`src/rtl/gram_rr_arbiter.sv`:
```
// Graphics-RAM port arbiter.
// One display-fetch requester and two draw requesters share a single BRAM port.
// Fetch has priority, but its run of consecutive grants is bounded so that a
// waiting drawer still gets in. The two drawers are served round-robin.
// The granted request is registered onto the BRAM port. Read data is broadcast
// with a one-hot tag that names the requester the data belongs to.
//
// Handshake: each requester raises *_rts_in (valid) and keeps addr/wrdata/op
// stable. The arbiter answers with *_rtr_out (ready). A transfer happens on a
// clock edge where both are high. At most one rtr_out is high in any cycle, and
// rtr_out is only raised for a requester whose rts_in is high. A requester that
// is not granted keeps its request asserted and unchanged until it is granted.
module gram_rr_arbiter #(
   parameter int ADDR_W        = 17,
   parameter int DATA_W        = 32,
   parameter int WBEN_W        = 4,
   parameter int RD_LATENCY    = 1,
   parameter int MAX_FETCH_RUN = 4
) (
   input  logic              clk,
   input  logic              rst_,
   input  logic              hold,
   input  logic [ADDR_W-1:0] fetch_addr,
   input  logic              fetch_rts_in,
   output logic              fetch_rtr_out,
   input  logic [ADDR_W-1:0] drw0_addr,
   input  logic [DATA_W-1:0] drw0_wrdata,
   input  logic [WBEN_W-1:0] drw0_op,
   input  logic              drw0_rts_in,
   output logic              drw0_rtr_out,
   input  logic [ADDR_W-1:0] drw1_addr,
   input  logic [DATA_W-1:0] drw1_wrdata,
   input  logic [WBEN_W-1:0] drw1_op,
   input  logic              drw1_rts_in,
   output logic              drw1_rtr_out,
   output logic [ADDR_W-1:0] mem_addr,
   output logic [DATA_W-1:0] mem_data_out,
   output logic [WBEN_W-1:0] wben,
   input  logic [DATA_W-1:0] mem_data_in,
   output logic [DATA_W-1:0] bcast_data,
   output logic [2:0]        bcast_xfc_out,
   output logic              busy
);

   localparam int RUN_W = $clog2(MAX_FETCH_RUN + 1);
   localparam int TAG_D = RD_LATENCY + 1;

   // rr_ptr: 0 = drawer 0 has the round-robin turn, 1 = drawer 1
   logic                        rr_ptr_q, rr_ptr_d;
   logic [RUN_W-1:0]            run_cnt_q, run_cnt_d;
   logic [ADDR_W-1:0]           mem_addr_q, mem_addr_d;
   logic [DATA_W-1:0]           mem_data_q, mem_data_d;
   logic [WBEN_W-1:0]           wben_q, wben_d;
   // tag_q[0] is the newest entry; the oldest one is the read-return tag
   logic [TAG_D-1:0][2:0]       tag_q, tag_d;

   logic gnt_f, gnt_d0, gnt_d1;
   logic any_drw, any_gnt;
   logic [2:0] rd_tag;

   // Grant selection: fetch first while its run is short, then round-robin drawers
   always_comb begin
      gnt_f   = 1'b0;
      gnt_d0  = 1'b0;
      gnt_d1  = 1'b0;
      any_drw = drw0_rts_in | drw1_rts_in;
      if (rst_ && !hold) begin
         if (fetch_rts_in && ((run_cnt_q < RUN_W'(MAX_FETCH_RUN)) || !any_drw)) begin
            gnt_f = 1'b1;
         end else if (!rr_ptr_q) begin
            if (drw0_rts_in)      gnt_d0 = 1'b1;
            else if (drw1_rts_in) gnt_d1 = 1'b1;
         end else begin
            if (drw1_rts_in)      gnt_d1 = 1'b1;
            else if (drw0_rts_in) gnt_d0 = 1'b1;
         end
      end
   end

   // Next-state: fetch run length, round-robin turn, BRAM request, tag pipeline
   always_comb begin
      any_gnt    = gnt_f | gnt_d0 | gnt_d1;
      run_cnt_d  = '0;
      rr_ptr_d   = rr_ptr_q;
      mem_addr_d = mem_addr_q;
      mem_data_d = mem_data_q;
      wben_d     = '0;
      rd_tag     = 3'b000;
      if (gnt_f) begin
         // saturate so a long fetch burst keeps the drawers' claim alive
         run_cnt_d  = (run_cnt_q == RUN_W'(MAX_FETCH_RUN)) ? run_cnt_q
                                                            : run_cnt_q + RUN_W'(1);
         mem_addr_d = fetch_addr;
         rd_tag     = 3'b001;
      end else if (gnt_d0) begin
         rr_ptr_d   = 1'b1;
         mem_addr_d = drw0_addr;
         mem_data_d = drw0_wrdata;
         wben_d     = drw0_op;
         rd_tag     = (drw0_op == '0) ? 3'b010 : 3'b000;
      end else if (gnt_d1) begin
         rr_ptr_d   = 1'b0;
         mem_addr_d = drw1_addr;
         mem_data_d = drw1_wrdata;
         wben_d     = drw1_op;
         rd_tag     = (drw1_op == '0) ? 3'b100 : 3'b000;
      end
      tag_d = {tag_q[TAG_D-2:0], rd_tag};
   end

   // State registers; reset also drops any reads still in flight
   always_ff @(posedge clk) begin
      if (!rst_) begin
         rr_ptr_q   <= 1'b0;
         run_cnt_q  <= '0;
         mem_addr_q <= '0;
         mem_data_q <= '0;
         wben_q     <= '0;
         tag_q      <= '0;
      end else begin
         rr_ptr_q   <= rr_ptr_d;
         run_cnt_q  <= run_cnt_d;
         mem_addr_q <= mem_addr_d;
         mem_data_q <= mem_data_d;
         wben_q     <= wben_d;
         tag_q      <= tag_d;
      end
   end

   // Outputs: grants, registered BRAM port, read-return broadcast
   always_comb begin
      fetch_rtr_out = gnt_f;
      drw0_rtr_out  = gnt_d0;
      drw1_rtr_out  = gnt_d1;
      mem_addr      = mem_addr_q;
      mem_data_out  = mem_data_q;
      wben          = wben_q;
      bcast_data    = mem_data_in;
      bcast_xfc_out = tag_q[TAG_D-1];
      busy          = |tag_q;
   end

endmodule

```
`config.mk`:
```
export PLATFORM = sky130hd
export DESIGN_NAME = gram_rr_arbiter
export DESIGN_NICKNAME = d
export VERILOG_FILES = /design/src/rtl/gram_rr_arbiter.sv
export SDC_FILE = /design/constraint.sdc
export NUM_CORES = 1
export LEC_CHECK = 0
export ABC_AREA = 1
export BUFFER_PORTS_ARGS = -buffer_cell sky130_fd_sc_hd__buf_2
export CORE_MARGIN = 2
export CORE_UTILIZATION = 37
export DETAILED_ROUTE_END_ITERATION = 16
export HOLD_SLACK_MARGIN = 0.1
export PLACE_DENSITY = 0.77
export SETUP_SLACK_MARGIN = 0.15
export SKIP_CTS_REPAIR_TIMING = 1
export SLEW_MARGIN = 15
export SYNTH_ARGS = -nofsm -noshare
export SYNTH_HDL_FRONTEND = slang
export SYNTH_SLANG_ARGS = --single-unit
```
`constraint.sdc`:
```
create_clock -name clk -period 1.33 [get_ports clk]
set_input_delay 0.133 -clock clk [delete_from_list [all_inputs] [get_ports clk]]
set_output_delay 0.133 -clock clk [all_outputs]
set_load 0.005 [all_outputs]
```
# Word-level counts from Yosys, hierarchy flattened
# Index checks and enable logic that the tools add are counted.
[word_totals] output_inout_bits=92 word_cells=53 ff_bits=63 inputBits=161
[classes] reduce_logical=13 n_addsub=1 bitwise=3 eq_ne=1 n_lt_le_gt_ge=1 mux=26
[ops] operator="2-to-1 mux 32 bit" count=2
[ops] operator="2-to-1 mux 17 bit" count=3
[ops] operator="2-to-1 mux 1 bit" count=15
[ops] operator="2-to-1 mux 3 bit" count=3
[ops] operator="zero test 4 bit" count=2
[ops] operator="2-to-1 mux 4 bit" count=2
[ops] operator="OR reduction 6 bit" count=1
[ops] operator="AND reduction 2 bit" count=2
[ops] operator="adder 3 x 1 -> 3 bit, second input constant" count=1
[ops] operator="== test 3 bit, second input constant" count=1
[ops] operator="< comparator 3 bit, second input constant" count=1
[ops] operator="nonzero test 3 bit" count=1
[ops] operator="logical AND 1 bit" count=2
[ops] operator="zero test 1 bit" count=2
[ops] operator="2-to-1 mux 2 bit" count=1
[ops] operator="NOT 1 bit" count=2
[ops] operator="nonzero test 2 bit" count=1
[ops] operator="OR reduction 2 bit" count=1
[ops] operator="logical OR 1 bit" count=1
[ops] operator="bitwise OR 1 bit" count=1

# Depth between registers and ports, before layout
# Gate-level depths: netlist of run 1.
[depth] depth_word=9 depth_mapped=11 ltp_nobuf=9

# Worst setup path after synthesis of run 1
# Ideal clock, no wire load.
[synth_path] kind="register to register" from="register run_cnt_q[2]" to="register mem_addr_q[10], in the netlist mem_addr[10]" stages_incl_launch_ff=11 setup_time_ps=117 period_less_slack_ps=1389 setup_slack_ps=-59 required_time_ps=1213 arrival_time_ps=1272 n_path_buf=3 path_cell_list="dfxtp_1 > o21ai_2 > nand2_2 > buf_6 > nand2_2 > buf_6 > buf_4 > o21ai_1 > nor2_1 > nor2_1 > nor2_1"
[synth_via] elab_chain_len=7 elab_cells_between_ends=12 cone_classes="1 x order compare; 8 x mux; 3 x reduce/logical"
[synth_rtl] element="start, declared" line_no="50" source="logic [RUN_W-1:0] run_cnt_q, run_cnt_d;"
[synth_rtl] element="start signal, assigned" line_no="122" source="run_cnt_q <= run_cnt_d;"
[synth_rtl] element="< comparator 3 bit *" line_no="68" source="if (fetch_rts_in && ((run_cnt_q < RUN_W'(MAX_FETCH_RUN)) || !any_drw)) begin"
[synth_rtl] element="logical OR 1 bit *" line_no="68"
[synth_rtl] element="logical AND 1 bit *" line_no="68"
[synth_rtl] element="2-to-1 mux 1 bit" line_no="68"
[synth_rtl] element="2-to-1 mux 1 bit" line_no="67" source="if (rst_ && !hold) begin"
[synth_rtl] element="2-to-1 mux 17 bit" line_no="95" source="end else if (gnt_d0) begin"
[synth_rtl] element="2-to-1 mux 17 bit" line_no="89" source="if (gnt_f) begin"
[synth_rtl] element="end signal, assigned" line_no="123" source="mem_addr_q <= mem_addr_d;"
[synth_rtl] element="end, declared" line_no="51" source="logic [ADDR_W-1:0] mem_addr_q, mem_addr_d;"
# Mark *: on every way between the ends. The rest lies on a longest branch, timed or not.
# A chain may end at the register's enable or synchronous reset.

# Worst setup path after layout of run 1
[layout_path] from="register rr_ptr_q" to="output drw1_rtr_out"
[layout_via] elab_chain_len=3
[layout_rtl] element="start, declared" line_no="49" source="logic rr_ptr_q, rr_ptr_d;"
[layout_rtl] element="start signal, assigned" line_no="121" source="rr_ptr_q <= rr_ptr_d;"
[layout_rtl] element="2-to-1 mux 1 bit" line_no="70" source="end else if (!rr_ptr_q) begin"
[layout_rtl] element="2-to-1 mux 1 bit" line_no="68"
[layout_rtl] element="2-to-1 mux 1 bit" line_no="67"
[layout_rtl] element="end, declared" line_no="35" source="output logic drw1_rtr_out,"
# Every way passes these cells.

==> results of run 1 <==
worst paths after layout:
| check | slack, ps | from | endpoint |
|---|---|---|---|
| worst max register to register | -130 | rr_ptr_q$_SDFFE_PN0P_ | mem_addr[4]$_SDFFE_PN0P_ |
| worst min register to register | 450 | tag_d[5]$_SDFF_PP0_ | bcast_xfc_out[2]$_SDFF_PN0_ |
| worst max-delay path | -140 | rr_ptr_q$_SDFFE_PN0P_ | drw1_rtr_out |
| worst min-delay path | 80 | fetch_addr[9] | mem_addr[9]$_SDFFE_PN0P_ |
layer usage:
metal | part of all wire (%) | global-route usage, % | up-vias
met5 | 0 | 0 | -
met3 | 8.0 | 4.65 | 23
li1 | - | - | 1985
met1 | 40 | 20.2 | 1671
met4 | 2.2 | 8.43 | 0
met2 | 50 | 31.4 | 168
Yosys cell counts (5+ instances only):
master      n  area, µm²
inv_1      41        154
nor2_1     96        360
nand2_1   155        582
buf_4      43        323
nand3b_1    8       60.1
clkbuf_1    5       18.8
nand4_1     8       50.1
o21ai_1    14       70.1
o21ai_0    37        185
nand3_1    21        105
dfxtp_1    63       1260
buf_2       9       45.0
state kept, by name, indices dropped and copies added (netlist names):
name / count
rr_ptr_q: 1
mem_addr: 17
bcast_xfc_out: 3
tag_d: 3
wben: 4
mem_data_out: 32
run_cnt_q: 3
cells by family after synthesis:
logic type	synth area share, %
simple gates	35.9
buf+inv	17.4
flops	36.6
compound gates	8.80
xor+xnor	0.509
fa+ha+maj	0.727
area by class of cell:
class	instances	area (µm²)
fill	878	4030
multi-input combinational	360	1770
timing repair buffer	240	1570
sequential	63	1260
inverter	45	179
tap	111	139
clock buffer	10	138
clock inverter	6	60.1
power breakdown:
group	leakage [nW]	switching (mW)	total, mW	internal (mW)
Combinational	2.23	0.438	0.905	0.467
Clock	0.0981	0.748	1.65	0.906
Sequential	0.515	0.0477	2.03	1.98
Total	2.85	1.23	4.59	3.36
tightest hold or removal path: cells and delay by family:
kind / cells / cell delay [ps]
AND/OR/NAND/NOR: 3 / 140
buffers and inverters: 2 / 120
metrics by stage:
stage               instance area (µm²)  setup TNS (ps)  util (%)  std cells
detailed placement                 4390            -291      48.0        793
global placement                   4390           -98.7      48.0        793
CTS                                4590           -1650      50.2        809
floorplan                          3490               0         -        530
finish                             5120           -3600      56.0        835
global route                       5120           -8580      56.0        835
==> flow_metrics.env, run 1 <==
export IMPL_grt_pass1_wl_um=14500
export IMPL_area_delta_synth_final_pct=48.8
export IMPL_cap_violations=0
export IMPL_die_w_um=100
export IMPL_rows=35
export IMPL_first_pass_iters=5
export IMPL_ys_warnings_count=0
export IMPL_min_path_cells=5
export IMPL_routedWlPerCell_um=12.4
export IMPL_powerDensity_mw_per_mm2=896
export IMPL_dieArea_mm2=0.0101
export IMPL_failed_checks="negative setup slack"
export IMPL_fmax_mhz=681
export IMPL_whs_ps=84.8
export IMPL_hold_viol_final=0
export IMPL_layout_common_cells="186 x buf_2, 139 x nand2_1, 90 x nor2_1"
export IMPL_clk_pin_slew_ps=70
export IMPL_synth_seq_area_share_pct=36.6
export IMPL_die_height_um=100
export IMPL_cts_tree="built"
export IMPL_drt_iter0_markers=124
export IMPL_crit_path_max_fanout=11
export IMPL_initial_utilization_pct=37.6
export IMPL_grt_use_total_pct=17.9
export IMPL_crit_buf_inv=3
export IMPL_antennaDiodeCount=0
export IMPL_ff2ff_path_depth=11
export IMPL_async_reset_ff_share_pct=0
export IMPL_drive_gt1_share_pct=41.3
export IMPL_synth_edf_count=0
export IMPL_drc=0
export IMPL_setup_viol=52
export IMPL_synth_area_mm2=0.00344
export IMPL_numClockSinks=63
export IMPL_slowest_stage="dfxtp_2"
export IMPL_cp_data_arrival_time_ps=1340
export IMPL_fin_crit_ps=1470
export IMPL_p_leak_nw=2.85
export IMPL_final_common_cell="buf_2"
export IMPL_syn_inst=530
export IMPL_relSlewSlack_pct=80.7
export IMPL_antenna_left=0
export IMPL_place_ws_ps=-25.0
export IMPL_start_kind="flip-flop"
export IMPL_crit_family="flip-flops"
export IMPL_cp_num_cells=6
export IMPL_clk_path_buf_depth=2
export IMPL_cts_root_buf="clkbuf_8"
export IMPL_hp_class="input pin to flip-flop"
export IMPL_worst_slack_ps=-139
export IMPL_antenna_found_initial=0
export IMPL_crit_type="flip-flop to primary output"
export IMPL_num_io_pins=253
export IMPL_cts_max_level=3
export IMPL_cts_buffers=9
export IMPL_status="complete, but fails checks"
export IMPL_core_area_mm2=0.00915
export IMPL_grt_overflow=0
export IMPL_rsz0062_at_grt="yes"
export IMPL_dpl_hpwl_um=7070
export IMPL_final_period_utilization_pct=110
export IMPL_ys_seq_elements=63
export IMPL_crit_path_max_incr_delay_ps=360
export IMPL_worstMarginPinSlew_ps=290
export IMPL_slew_viol_final=0
export IMPL_worstSetupEndpointType="primary output"
export IMPL_synth_ff_type="dfxtp_1"
export IMPL_syn_area_per_cell_um2=6.49
export IMPL_grt_max_degree=31
export IMPL_peakVddDrop_uv=348
export IMPL_cp_data_required_time_ps=1200
export IMPL_syn_num_nets=693
export IMPL_wl_um=10400
export IMPL_num_nets_final=882
export IMPL_clock_latency_ps=340
export IMPL_vias=3847
export IMPL_vias_per_cell=4.61
export IMPL_gp_congestion=0.803
export IMPL_grt_pass1_vias=3284
export IMPL_io_buffers=188
export IMPL_yosysUniqueCellTypes=31
export IMPL_fin_skew_ps=8.91
export IMPL_report_power_total_mw=4.59
export IMPL_cp_cell_sequence="nor2_1 > nor2_2 > nand2_4 > buf_8 > inv_2 > buf_2"
(Power assumes the default switching activity.)
==> run 2: changes to the inputs <==
HOLD_SLACK_MARGIN = 0.15   (was 0.1)
==> run 2 against run 1 <==
Net effect:
- the run still ends with negative setup slack left
- register-to-register slack better by 30 ps
- clock-buffer cell count stayed put
- global-route usage stayed put
- clock power hardly changed
- worst setup slack better by 11 ps
- via count is 7.9% higher
- worst hold slack better by 17 ps
- sequential cell count stayed put
- clock skew hardly changed
- total power is 3.8% higher
- critical path type unchanged
- cell area is 11% higher
- combinational power is 16% higher
==> flow_metrics.env, run 2 (same netlist as run 1, synthesis figures left out) <==
export IMPL_hold_path_end="mem_data_out[14]$_SDFFE_PN0P_"
export IMPL_status="complete, but fails checks"
export IMPL_rows=35
export IMPL_grt_max_degree=31
export IMPL_drt_iter0_markers=129
export IMPL_crit_buf_inv=3
export IMPL_gp_congestion=0.803
export IMPL_numClockSinks=63
export IMPL_num_nets_final=939
export IMPL_fin_crit_ps=1460
export IMPL_slew_viol_final=0
export IMPL_area_delta_synth_final_pct=65.4
export IMPL_initial_utilization_pct=37.6
export IMPL_wl_um=11900
export IMPL_worstMarginPinSlew_ps=287
export IMPL_seq_power_share_pct=42.7
export IMPL_vias_per_cell=4.65
export IMPL_worstSetupEndpointType="primary output"
export IMPL_placed_area_mm2=0.00439
export IMPL_io_buffers=188
export IMPL_cts_root_buf="clkbuf_8"
export IMPL_dpl_hpwl_um=7070
export IMPL_start_kind="flip-flop"
export IMPL_p_switching_mw=1.30
export IMPL_p_sw_share_pct=27.2
export IMPL_r2r_start="rr_ptr_q$_SDFFE_PN0P_"
export IMPL_cts_buffers=9
export IMPL_comb_power_share_pct=22.0
export IMPL_min_from="drw0_wrdata[14]"
export IMPL_antenna_found_initial=0
export IMPL_relSlewSlack_pct=80.9
export IMPL_cp_data_required_time_ps=1200
export IMPL_hp_class="input pin to flip-flop"
export IMPL_crit_path_max_incr_delay_ps=360
export IMPL_clock_latency_ps=330
export IMPL_failed_checks="negative setup slack"
export IMPL_crit_family="flip-flops"
export IMPL_power_frac_clock_pct=35.3
export IMPL_crit_type="flip-flop to primary output"
export IMPL_setup_tns_ps=-3240
export IMPL_num_io_pins=253
export IMPL_clk_pin_slew_ps=70
export IMPL_worst_slack_ps=-128
export IMPL_largest_reg_flops=32
export IMPL_vias=4151
export IMPL_reg2reg_to="mem_addr[4]$_SDFFE_PN0P_"
export IMPL_cap_violations=0
export IMPL_setup_viol=52
export IMPL_slowest_stage="dfxtp_2"
export IMPL_cts_max_level=3
export IMPL_cp_cell_sequence="nor2_1 > nor2_2 > nand2_4 > buf_8 > inv_2 > buf_2"
export IMPL_fin_skew_ps=9.21
export IMPL_grt_pass1_wl_um=14500
export IMPL_layout_common_cells="186 x buf_2, 139 x nand2_1, 90 x nor2_1"
export IMPL_drive_gt1_share_pct=38.3
export IMPL_routedWlPerCell_um=13.3
export IMPL_antenna_left=0
export IMPL_place_ws_ps=-25.0
export IMPL_p_int_mw=3.47
export IMPL_grt_use_total_pct=17.9
export IMPL_dp_cells=793
export IMPL_grt_pass1_vias=3284
export IMPL_ff2ff_path_depth=11
export IMPL_min_path_cells=5
export IMPL_final_period_utilization_pct=110
export IMPL_cp_data_arrival_time_ps=1320
export IMPL_stdcell_count=892
export IMPL_grt_overflow=0
export IMPL_p_leak_nw=3.09
export IMPL_hold_viol_final=0
export IMPL_fin_area_mm2=0.00569
export IMPL_final_common_cell="buf_2"
export IMPL_rsz0062_at_grt="yes"
export IMPL_core_area_mm2=0.00915
export IMPL_r2r_setup_slack_ps=-100
export IMPL_clk_path_buf_depth=2
export IMPL_crit_path_max_fanout=11
export IMPL_fmax_mhz=686
export IMPL_die_height_um=100
export IMPL_powerDensity_mw_per_mm2=837
export IMPL_antennaDiodeCount=0
export IMPL_nFillCells=792
export IMPL_drc=0
export IMPL_die_w_um=100
export IMPL_peakVddDrop_uv=392
export IMPL_dieArea_mm2=0.0101
export IMPL_first_pass_iters=5
export IMPL_cts_tree="built"
-- run 2: worst max path at each step --
stage                                               end  depth (start not counted)                       from
final                                      drw1_rtr_out                          6      rr_ptr_q$_SDFFE_PN0P_
after global routing                       drw1_rtr_out                          6      rr_ptr_q$_SDFFE_PN0P_
after CTS                                  drw1_rtr_out                          6      rr_ptr_q$_SDFFE_PN0P_
after detailed placement   mem_data_out[5]$_SDFFE_PN0P_                         10                       hold
after global placement     mem_data_out[9]$_SDFFE_PN0P_                          8      rr_ptr_q$_SDFFE_PN0P_
after floorplan           mem_data_out[10]$_SDFFE_PN0P_                         10  run_cnt_q[2]$_SDFFE_PN0N_
-- run 2: stage by stage --
step	util (%)	hold slack (ps)	total power, mW
global placement	48.0	266	2.84
CTS	50.2	-54.7	4.53
detailed placement	48.0	266	2.85
finish	62.2	102	4.77
floorplan	-	211	2.54
global route	62.2	151	5.02
-- run 2: layout make-up --
| class | count | area [µm²] | share of cell area, % |
|---|---|---|---|
| well taps | 111 | 139 | 2.44 |
| flip-flops and latches | 63 | 1260 | 22.2 |
| multi-input cells | 360 | 1770 | 31.1 |
| clock inverters | 6 | 60.1 | 1.05 |
| repair buffers | 297 | 2140 | 37.6 |
| inverters | 45 | 179 | 3.14 |
| clock buffers | 10 | 138 | 2.42 |
-- run 2: layer usage --
layer | GRT usage (%) | routed length [µm] | up-vias
li1 | - | - | 2100
met1 | 20.2 | 4630 | 1846
met2 | 31.4 | 6100 | 180
met3 | 4.65 | 867 | 25
met4 | 8.43 | 273 | 0
met5 | 0 | 0 | -
-- run 2: worst min-delay path: cells and delay by family --
kind                   cells  cell delay (ps)
buffers and inverters      1               80
and+or+nand+nor            4              190
-- run 2: power groups by stage --
stage | Clock, mW | Combinational [mW] | Sequential [mW]
2_1_floorplan | 0 | 0.460 | 2.08
3_3_place_gp | 0 | 0.772 | 2.07
3_5_place_dp | 0 | 0.777 | 2.07
4_1_cts | 1.72 | 0.779 | 2.03
5_1_grt | 1.83 | 1.15 | 2.04
6_report | 1.68 | 1.05 | 2.03
==> run 3: changes to the inputs <==
clock period = 1.2 ns   (was 1.33 ns; I/O delays follow)
==> run 3 against run 2 <==
Net effect:
- the run still ends with negative setup slack left
- cell count is 1.3% higher
- critical path depth is 2 higher
- first-iteration DRC count is 34% higher
- clock-buffer cell count is 2 higher
- clock skew is 0.80 ps lower
- critical path type is now flip-flop to flip-flop
- critical endpoint is now mem_data_out[11]$_SDFFE_PN0P_
- largest cell class unchanged
==> flow_metrics.env, run 3 (same netlist as run 1, synthesis figures left out) <==
export IMPL_status="complete, but fails checks"
export IMPL_failed_checks="negative setup slack"
export IMPL_dpl_hpwl_um=6890
export IMPL_rows=35
export IMPL_drive_gt1_share_pct=39.3
export IMPL_clock_latency_ps=330
export IMPL_grt_overflow=0
export IMPL_largest_reg_flops=32
export IMPL_die_height_um=100
export IMPL_num_nets_final=952
export IMPL_hp_class="input pin to flip-flop"
export IMPL_rsz0062_at_grt="yes"
export IMPL_grt_max_degree=53
export IMPL_vias=4329
export IMPL_ff2ff_path_depth=8
export IMPL_vias_per_cell=4.79
export IMPL_fin_util_pct=63.1
export IMPL_r2r_start="rr_ptr_q$_SDFFE_PN0P_"
export IMPL_area_delta_synth_final_pct=67.9
export IMPL_hold_viol_final=0
export IMPL_core_area_mm2=0.00915
export IMPL_fin_skew_ps=8.41
export IMPL_antenna_found_initial=0
export IMPL_drc=0
export IMPL_antennaDiodeCount=0
export IMPL_antenna_left=0
export IMPL_slew_viol_final=0
export IMPL_crit_path_max_fanout=16
export IMPL_place_ws_ps=-165
export IMPL_cp_data_required_time_ps=1460
export IMPL_die_w_um=100
export IMPL_worstMarginPinSlew_ps=525
export IMPL_start_kind="flip-flop"
export IMPL_gp_congestion=0.789
export IMPL_grt_pass1_vias=3437
export IMPL_relSlewSlack_pct=65.0
export IMPL_io_buffers=188
export IMPL_cts_root_buf="clkbuf_8"
export IMPL_clk_pin_slew_ps=70
export IMPL_wl_um=12400
export IMPL_drt_iter0_markers=173
export IMPL_num_io_pins=253
export IMPL_setup_tns_ps=-9910
export IMPL_numClockSinks=63
export IMPL_nFillCells=746
export IMPL_grt_pass1_wl_um=14900
export IMPL_hold_path_end="mem_addr[5]$_SDFFE_PN0P_"
export IMPL_fmax_mhz=692
export IMPL_cap_violations=0
export IMPL_clk_path_buf_depth=2
export IMPL_reg2reg_to="mem_data_out[11]$_SDFFE_PN0P_"
export IMPL_cts_tree="built"
export IMPL_min_path_cells=5
export IMPL_final_period_utilization_pct=120
export IMPL_layout_common_cells="185 x buf_2, 147 x nand2_1, 73 x nor2_1, 73 x dlygate4sd3_1, 58 x dfxtp_1"
export IMPL_first_pass_iters=7
export IMPL_powerDensity_mw_per_mm2=896
export IMPL_cts_max_level=3
export IMPL_min_from="fetch_addr[5]"
export IMPL_placed_area_mm2=0.00441
export IMPL_worstSetupEndpointType="flip-flop"
export IMPL_initial_utilization_pct=37.6
export IMPL_dieArea_mm2=0.0101
export IMPL_cp_data_arrival_time_ps=1700
export IMPL_grt_use_total_pct=18.1
export IMPL_r2r_setup_slack_ps=-250
export IMPL_routedWlPerCell_um=13.8
export IMPL_worst_slack_ps=-246
export IMPL_p_leak_nw=3.11
export IMPL_peakVddDrop_uv=707
export IMPL_fin_area_mm2=0.00578
export IMPL_crit_type="flip-flop to flip-flop"
export IMPL_final_common_cell="buf_2"
export IMPL_fin_crit_ps=1450
export IMPL_cts_buffers=9
export IMPL_report_power_total_mw=5.18
export IMPL_setup_viol=54
-- run 3: changes by cell type in the layout (fill, tap and decap cells not counted), sizes merged --
cell / change
inv: -1
clkinvlp: -1
buf: +8
bufinv: -1
dlygate4sd3: +5
clkbuf: +2
-- run 3: metal layers --
| layer | track usage (%) | wire length (µm) | up-vias |
|---|---|---|---|
| li1 | - | - | 2132 |
| met2 | 32.4 | 6450 | 231 |
| met3 | 6.59 | 930 | 45 |
| met4 | 5.16 | 472 | 0 |
| met1 | 20.2 | 4580 | 1921 |
| met5 | 0 | 0 | - |
-- run 3: where the power goes --
part	internal (mW)	switching, mW	leakage (nW)	total [mW]
logic	0.661	0.540	2.50	1.20
clock network	0.901	0.819	0.0942	1.72
registers	2.20	0.0547	0.516	2.25
-- run 3: worst max-delay path, stage by stage (launching register included) --
cell,delay (ps)
dfxtp_2,340
nor2_1,50
nor2_1,180
nand2_2,130
buf_6,150
nand2_8,100
buf_6,180
o21ai_1,80
nor2_1,160
-- run 3: layout make-up --
cell class              count  area, µm²  share of cell area (%)
multi-input cells         360       1750                    30.3
repair buffers            310       2260                    39.0
clock inverters             3       17.5                   0.303
flip-flops and latches     63       1270                    21.9
inverters                  45        184                    3.18
well taps                 111        139                    2.40
clock buffers              12        165                    2.86
-- run 3: worst max path at each step --
stage | startpoint | endpoint | slack, ps | cells past startpoint
floorplan | run_cnt_q[2]$_SDFFE_PN0N_ | mem_data_out[10]$_SDFFE_PN0P_ | -110 | 10
global placement | drw0_rts_in | mem_addr[2]$_SDFFE_PN0P_ | -120 | 10
detailed placement | drw0_rts_in | mem_addr[2]$_SDFFE_PN0P_ | -160 | 10
CTS | rr_ptr_q$_SDFFE_PN0P_ | drw1_rtr_out | -360 | 6
global route | run_cnt_q[2]$_SDFFE_PN0N_ | mem_data_out[1]$_SDFFE_PN0P_ | -320 | 8
finish | rr_ptr_q$_SDFFE_PN0P_ | mem_data_out[11]$_SDFFE_PN0P_ | -250 | 8
-- run 3: stage by stage --
| step | hold slack (ps) | std cells |
|---|---|---|
| 2_1_floorplan | 198 | 530 |
| 3_3_place_gp | 240 | 795 |
| 3_5_place_dp | 240 | 795 |
| 4_1_cts | -57.2 | 810 |
| 5_1_grt | 145 | 904 |
| 6_report | 99.5 | 904 |
